File: src/rtl/lcd_hd44780_responder.sv
// LCD-module side of an HD44780-style parallel bus: decodes strobed writes,
// keeps a DDRAM image, cursor address and display flags, and emulates busy.
module lcd_hd44780_responder #(
  parameter int BUSY_CYCLES    = 40,
  parameter int MEM_DEPTH_LOG2 = 7
) (
  input  logic                      iCLK,
  input  logic                      iRST,
  input  logic [7:0]                LCD_DATA,
  input  logic                      LCD_RS,
  input  logic                      LCD_RW,
  input  logic                      LCD_EN,
  output logic [7:0]                oRD_DATA,
  output logic                      oBUSY,
  output logic [MEM_DEPTH_LOG2-1:0] oADDR,
  output logic                      oDISP_ON,
  output logic                      oCURSOR_ON,
  output logic                      oBLINK_ON,
  output logic                      oINC,
  output logic                      oCMD_VALID,
  output logic                      oCHAR_VALID,
  output logic [7:0]                oERR_CNT,
  input  logic [MEM_DEPTH_LOG2-1:0] iDBG_ADDR,
  output logic [7:0]                oDBG_DATA
);

  localparam int DEPTH = 1 << MEM_DEPTH_LOG2;
  localparam int CNT_W = (BUSY_CYCLES > 1) ? $clog2(BUSY_CYCLES) : 1;
  localparam logic [CNT_W-1:0]          CNT_LOAD = CNT_W'(BUSY_CYCLES - 1);
  localparam logic [MEM_DEPTH_LOG2-1:0] ADDR_ONE = MEM_DEPTH_LOG2'(1);
  localparam logic [MEM_DEPTH_LOG2-1:0] PTR_LAST = '1;
  localparam logic [7:0]                BLANK    = 8'h20;

  typedef enum logic [1:0] {S_IDLE, S_BUSY, S_CLEAR} state_t;

  state_t                      state;
  logic [CNT_W-1:0]            busy_cnt;
  logic [MEM_DEPTH_LOG2-1:0]   clr_ptr;
  logic                        en_q, rs_q, rw_q;
  logic [7:0]                  data_q;
  logic                        strobe;
  logic [MEM_DEPTH_LOG2-1:0]   addr_step;
  logic [7:0]                  ddram [DEPTH];

  logic                        mem_we;
  logic [MEM_DEPTH_LOG2-1:0]   mem_waddr;
  logic [7:0]                  mem_wdata;

  // Strobe fires on the falling edge of EN; the word is what was held while EN was high.
  assign strobe    = en_q & ~LCD_EN;
  assign oBUSY     = (state != S_IDLE);
  assign addr_step = oINC ? (oADDR + ADDR_ONE) : (oADDR - ADDR_ONE);
  assign oDBG_DATA = ddram[iDBG_ADDR];

  // NOTE: every signal assigned in always_comb gets a default first, so no latch is inferred.
  always_comb begin
    mem_we    = 1'b0;
    mem_waddr = oADDR;
    mem_wdata = data_q;
    if (state == S_CLEAR) begin
      mem_we    = 1'b1;
      mem_waddr = clr_ptr;
      mem_wdata = BLANK;
    end else if (state == S_IDLE && strobe && !rw_q && rs_q) begin
      mem_we = 1'b1;
    end
  end

  // NOTE: the DDRAM array has no reset; the post-reset CLEAR sweep initialises its contents.
  always_ff @(posedge iCLK) begin
    if (mem_we) ddram[mem_waddr] <= mem_wdata;
  end

  // NOTE: sequential state uses non-blocking assignments so every register samples pre-edge values.
  always_ff @(posedge iCLK or posedge iRST) begin
    if (iRST) begin
      en_q        <= 1'b0;
      rs_q        <= 1'b0;
      rw_q        <= 1'b0;
      data_q      <= '0;
      state       <= S_CLEAR;
      busy_cnt    <= '0;
      clr_ptr     <= '0;
      oADDR       <= '0;
      oDISP_ON    <= 1'b0;
      oCURSOR_ON  <= 1'b0;
      oBLINK_ON   <= 1'b0;
      oINC        <= 1'b1;
      oCMD_VALID  <= 1'b0;
      oCHAR_VALID <= 1'b0;
      oERR_CNT    <= '0;
      oRD_DATA    <= '0;
    end else begin
      en_q        <= LCD_EN;
      rs_q        <= LCD_RS;
      rw_q        <= LCD_RW;
      data_q      <= LCD_DATA;
      oCMD_VALID  <= 1'b0;
      oCHAR_VALID <= 1'b0;
      oRD_DATA    <= (LCD_EN && LCD_RW) ? (LCD_RS ? ddram[oADDR] : 8'({oBUSY, oADDR})) : '0;

      // A write landing while not idle (including the last busy cycle) is a protocol error.
      if (strobe && !rw_q && state != S_IDLE && oERR_CNT != 8'hFF)
        oERR_CNT <= oERR_CNT + 8'd1;

      case (state)
        S_CLEAR: begin
          if (clr_ptr == PTR_LAST) begin
            clr_ptr  <= '0;
            oADDR    <= '0;
            state    <= S_BUSY;
            busy_cnt <= CNT_LOAD;
          end else begin
            clr_ptr <= clr_ptr + ADDR_ONE;
          end
        end
        S_BUSY: begin
          if (busy_cnt == '0) state <= S_IDLE;
          else                busy_cnt <= busy_cnt - 1'b1;
        end
        default: begin
          if (strobe) begin
            if (rw_q) begin
              if (rs_q) oADDR <= addr_step;
            end else if (rs_q) begin
              oADDR       <= addr_step;
              oCHAR_VALID <= 1'b1;
              state       <= S_BUSY;
              busy_cnt    <= CNT_LOAD;
            end else begin
              oCMD_VALID <= 1'b1;
              state      <= S_BUSY;
              busy_cnt   <= CNT_LOAD;
              casez (data_q)
                8'b1???????: oADDR <= MEM_DEPTH_LOG2'(data_q[6:0]);
                8'b0001????: begin
                  if (!data_q[3]) oADDR <= data_q[2] ? (oADDR + ADDR_ONE) : (oADDR - ADDR_ONE);
                end
                8'b00001???: begin
                  oDISP_ON   <= data_q[2];
                  oCURSOR_ON <= data_q[1];
                  oBLINK_ON  <= data_q[0];
                end
                8'b000001??: oINC  <= data_q[1];
                8'b0000001?: oADDR <= '0;
                8'b00000001: begin
                  state   <= S_CLEAR;
                  clr_ptr <= '0;
                end
                default: ;
              endcase
            end
          end
        end
      endcase
    end
  end

endmodule

File: config.mk
export PLATFORM = sky130hd
export DESIGN_NAME = lcd_hd44780_responder
export DESIGN_NICKNAME = d
export VERILOG_FILES = /design/src/rtl/lcd_hd44780_responder.sv
export SDC_FILE = /design/constraint.sdc
export NUM_CORES = 2
export LEC_CHECK = 0
export CORE_ASPECT_RATIO = 0.75
export CORE_UTILIZATION = 57
export DETAILED_ROUTE_END_ITERATION = 8
export GPL_TIMING_DRIVEN = 0
export HOLD_SLACK_MARGIN = 0.1
export PLACE_DENSITY = 0.76
export REMOVE_ABC_BUFFERS = 1
export SETUP_SLACK_MARGIN = 0.05
export SYNTH_ARGS = -nofsm -noshare
export SYNTH_HDL_FRONTEND = slang
export SYNTH_SLANG_ARGS = --single-unit
File: constraint.sdc
create_clock -name iCLK -period 5.3 [get_ports iCLK]
set_input_delay 1.06 -clock iCLK [delete_from_list [all_inputs] [get_ports iCLK]]
set_output_delay 1.06 -clock iCLK [all_outputs]
set_load 0.05 [all_outputs]
==> flow_summary.json <==
{
  "critPathBufInv": 1,
  "coreArea_um2": 88000,
  "die_w_um": 347,
  "fin_skew_ns": 0.0281,
  "setup_viol": 130,
  "path_class": "reg -> reg",
  "synth_edf_count": 1024,
  "grt_pass1_vias": 29500,
  "syn_to_final_growth_pct": 12.2,
  "grt-ovfl-total": 0,
  "synth_top_cell_area_share_pct": 60.5,
  "stdcell_area_um2": 57000,
  "clockBufferDepth": 3,
  "cts_tree": "built",
  "leakagePower_uw": 0.0176,
  "whs_ns": 0.511,
  "drc": 0,
  "slew_headroom_pct": -2.08,
  "ys_ff_latch": 1079,
  "path_cells": "clkinv_1 -> o31ai_1 -> nand2_1 -> nor2_1",
  "cts.sinks": 1079,
  "outcome": "complete, but fails checks",
  "regArea_um2": 32100,
  "syn_inst": 2636,
  "min_path_type": "reg -> reg",
  "yosysSeqAreaShare_pct": 63.2,
  "vias_per_cell": 7.75,
  "drt_wl_total_um": 152000,
  "drt-met1-wl_um": 54800,
  "crit_fanout": 22,
  "yosys_warnings": 0,
  "violations": "max-capacitance violations, max-slew violations, negative setup slack",
  "synth_flop_cell": "edfxtp_1",
  "multi_input_area_um2": 18100,
  "syn_area_um2": 50800,
  "crit_family": "simple AND/OR/NAND/NOR gates",
  "hold_viol": 0,
  "initial_core_util_pct": 57.8,
  "met2_length_um": 66000,
  "rsz0062_at_grt": "true",
  "vias": 30100,
  "avgSynthCellArea_um2": 19.3,
  "grt_antenna_before_repair": 16,
  "place_ws_ns": -1.05,
  "dr.pass1.iters": 6,
  "critPathMaxStageDelay_ns": 1.46,
  "yosys-top-cells-area": "edfxtp_1 60%, mux4_2 25%, dfrtp_1 2.6%",
  "wire_per_inst_um": 39.2,
  "async_flop_share_pct": 5.10,
  "grt_pass1_wl_um": 219000,
  "insertion_delay_ns": 0.68,
  "cts_setup_buffers": 0,
  "die_h_um": 261,
  "fmax_mhz": 179,
  "drive_gt1_share_pct": 34.3,
  "dieArea_um2": 90400,
  "htreeDepth": 3,
  "synthTopCellsByCount": "1024 x edfxtp_1, 574 x mux4_2, 167 x nor2_1, 99 x nand2_1, 94 x mux2i_1",
  "powerDensity_nw_per_um2": 429,
  "io_buffer_count": 57,
  "grt_usage_pct": 34.6,
  "max_cap_violations": 4,
  "peakVddDrop_uv": 309,
  "min_period_ns": 5.58,
  "cts_root_buf": "clkbuf_16",
  "synth_top_area_cell": "edfxtp_1",
  "hpwl_um": 96200,
  "fin_ws_ns": -0.284,
  "finalSetupTns_ns": -10.97,
  "slew_violations": 29,
  "clk_pin_slew_worst_paths_ns": 0.08,
  "gp_congestion": 0.934,
  "crit_path_end_kind": "register",
  "wl_met3_um": 24900,
  "cp-start-kind": "register",
  "final.fill_count": 5673,
  "cts_made_buffers": 101,
  "synth_cell_types": 67,
  "nets": 2679,
  "cp_slowest_cell": "o31ai_1",
  "place_area_um2": 53000,
  "tightestPinTransition_ns": 1.53,
  "yosysMostFrequentCell": "edfxtp_1",
  "grt_max_degree": 81,
  "highest_layer": "met5",
  "required_ns": 5.59,
  "ant_nets": 0,
  "fin_crit_sh_pct": 105,
  "io_pins": 58,
  "crit_arrival_ns": 5.88,
  "rows": 94,
  "drtIter0Drc": 5123
}
## worst paths after layout
path	end	slack [ns]	cells past startpoint	startpoint
max	ddram[104][6]	-0.28	4	oADDR[5]
max reg2reg	ddram[104][6]	-0.28	4	oADDR[5]
max in group asynchronous	state[1]	3.81	3	iRST
min in group asynchronous	busy_cnt[5]	0.82	2	iRST
min	oERR_CNT[4]	0.51	1	oERR_CNT[4]
min reg2reg	oERR_CNT[4]	0.51	1	oERR_CNT[4]
## what timing repair did
| action | in CTS | in global routing |
|---|---|---|
| gates cloned | 12 | 0 |
| hold buffers | 0 | 0 |
| endpoints found under the setup margin | 688 | 757 |
| gates resized for setup | 89 | 49 |
## layout by cell type (no fill, tap or decap), types with 19 or more instances in the layout
cell type and instances:
nor2_1 78, nand2_1 99, edfxtp_1 1024, mux2i_1 94
nand3_1 27, o221ai_1 21, dfrtp_1 48, mux2_2 23
clkinv_2 21, a21oi_1 37, clkbuf_1 20, clkdlybuf4s50_1 45
o21ai_0 24, o22ai_1 27, buf_16 27, nor2_2 81
clkbuf_16 107, buf_12 19, mux4_2 574
## through the flow
stage / total power (uW) / util, % / cells
after floorplan: 14900 / - / 2437
after global placement: 16500 / 59.1 / 3646
after detailed placement: 16900 / 60.3 / 3687
after CTS: 24200 / 64.7 / 3887
after global routing: 25000 / 64.8 / 3887
final: 24500 / 64.8 / 3891
## cell type report
| cell class | instances | area share, % |
|---|---|---|
| sequential | 1079 | 56.4 |
| multi-input combinational | 1337 | 31.8 |
| clock buffer | 133 | 4.97 |
| timing repair buffer | 110 | 3.36 |
| tap | 1152 | 2.53 |
| clock inverter | 55 | 0.816 |
| inverter | 21 | 0.143 |
| antenna | 4 | 0.0175 |
## metal layers
metal | vias to the layer above | GRT usage, %
met4 | 18 | 12.8
met1 | 15700 | 50.1
met3 | 383 | 12.2
li1 | 11300 | -
met2 | 2654 | 48.7
met5 | - | 1.26
## power breakdown
part,switching [uW],internal (uW)
combinational,4350,2960
sequential,357,9460
clock,3250,4110
total,7950,16500
## sequential cells by signal (all words and copies together), names as in the netlist, 2 cells and up
name,count
busy_cnt,6
clr_ptr,7
data_q,8
ddram,1024
oADDR,7
oERR_CNT,8
oRD_DATA,8
state,2
## cells by family (layout without fill, tap and decap cells)
group	count (synthesis)	count (layout)	share of synthesized area [%]
XOR/XNOR	16	16	0.276
buffers and inverters	220	319	1.94
AO/OA/AOI/OAI	226	226	3.11
flip-flops	1079	1079	63.2
AND/OR/NAND/NOR	395	395	3.49
adder cells (fa/ha/maj)	9	9	0.221
other	0	4	0
multiplexers	691	691	27.8
Note: power is estimated with default switching activity, not from simulation.
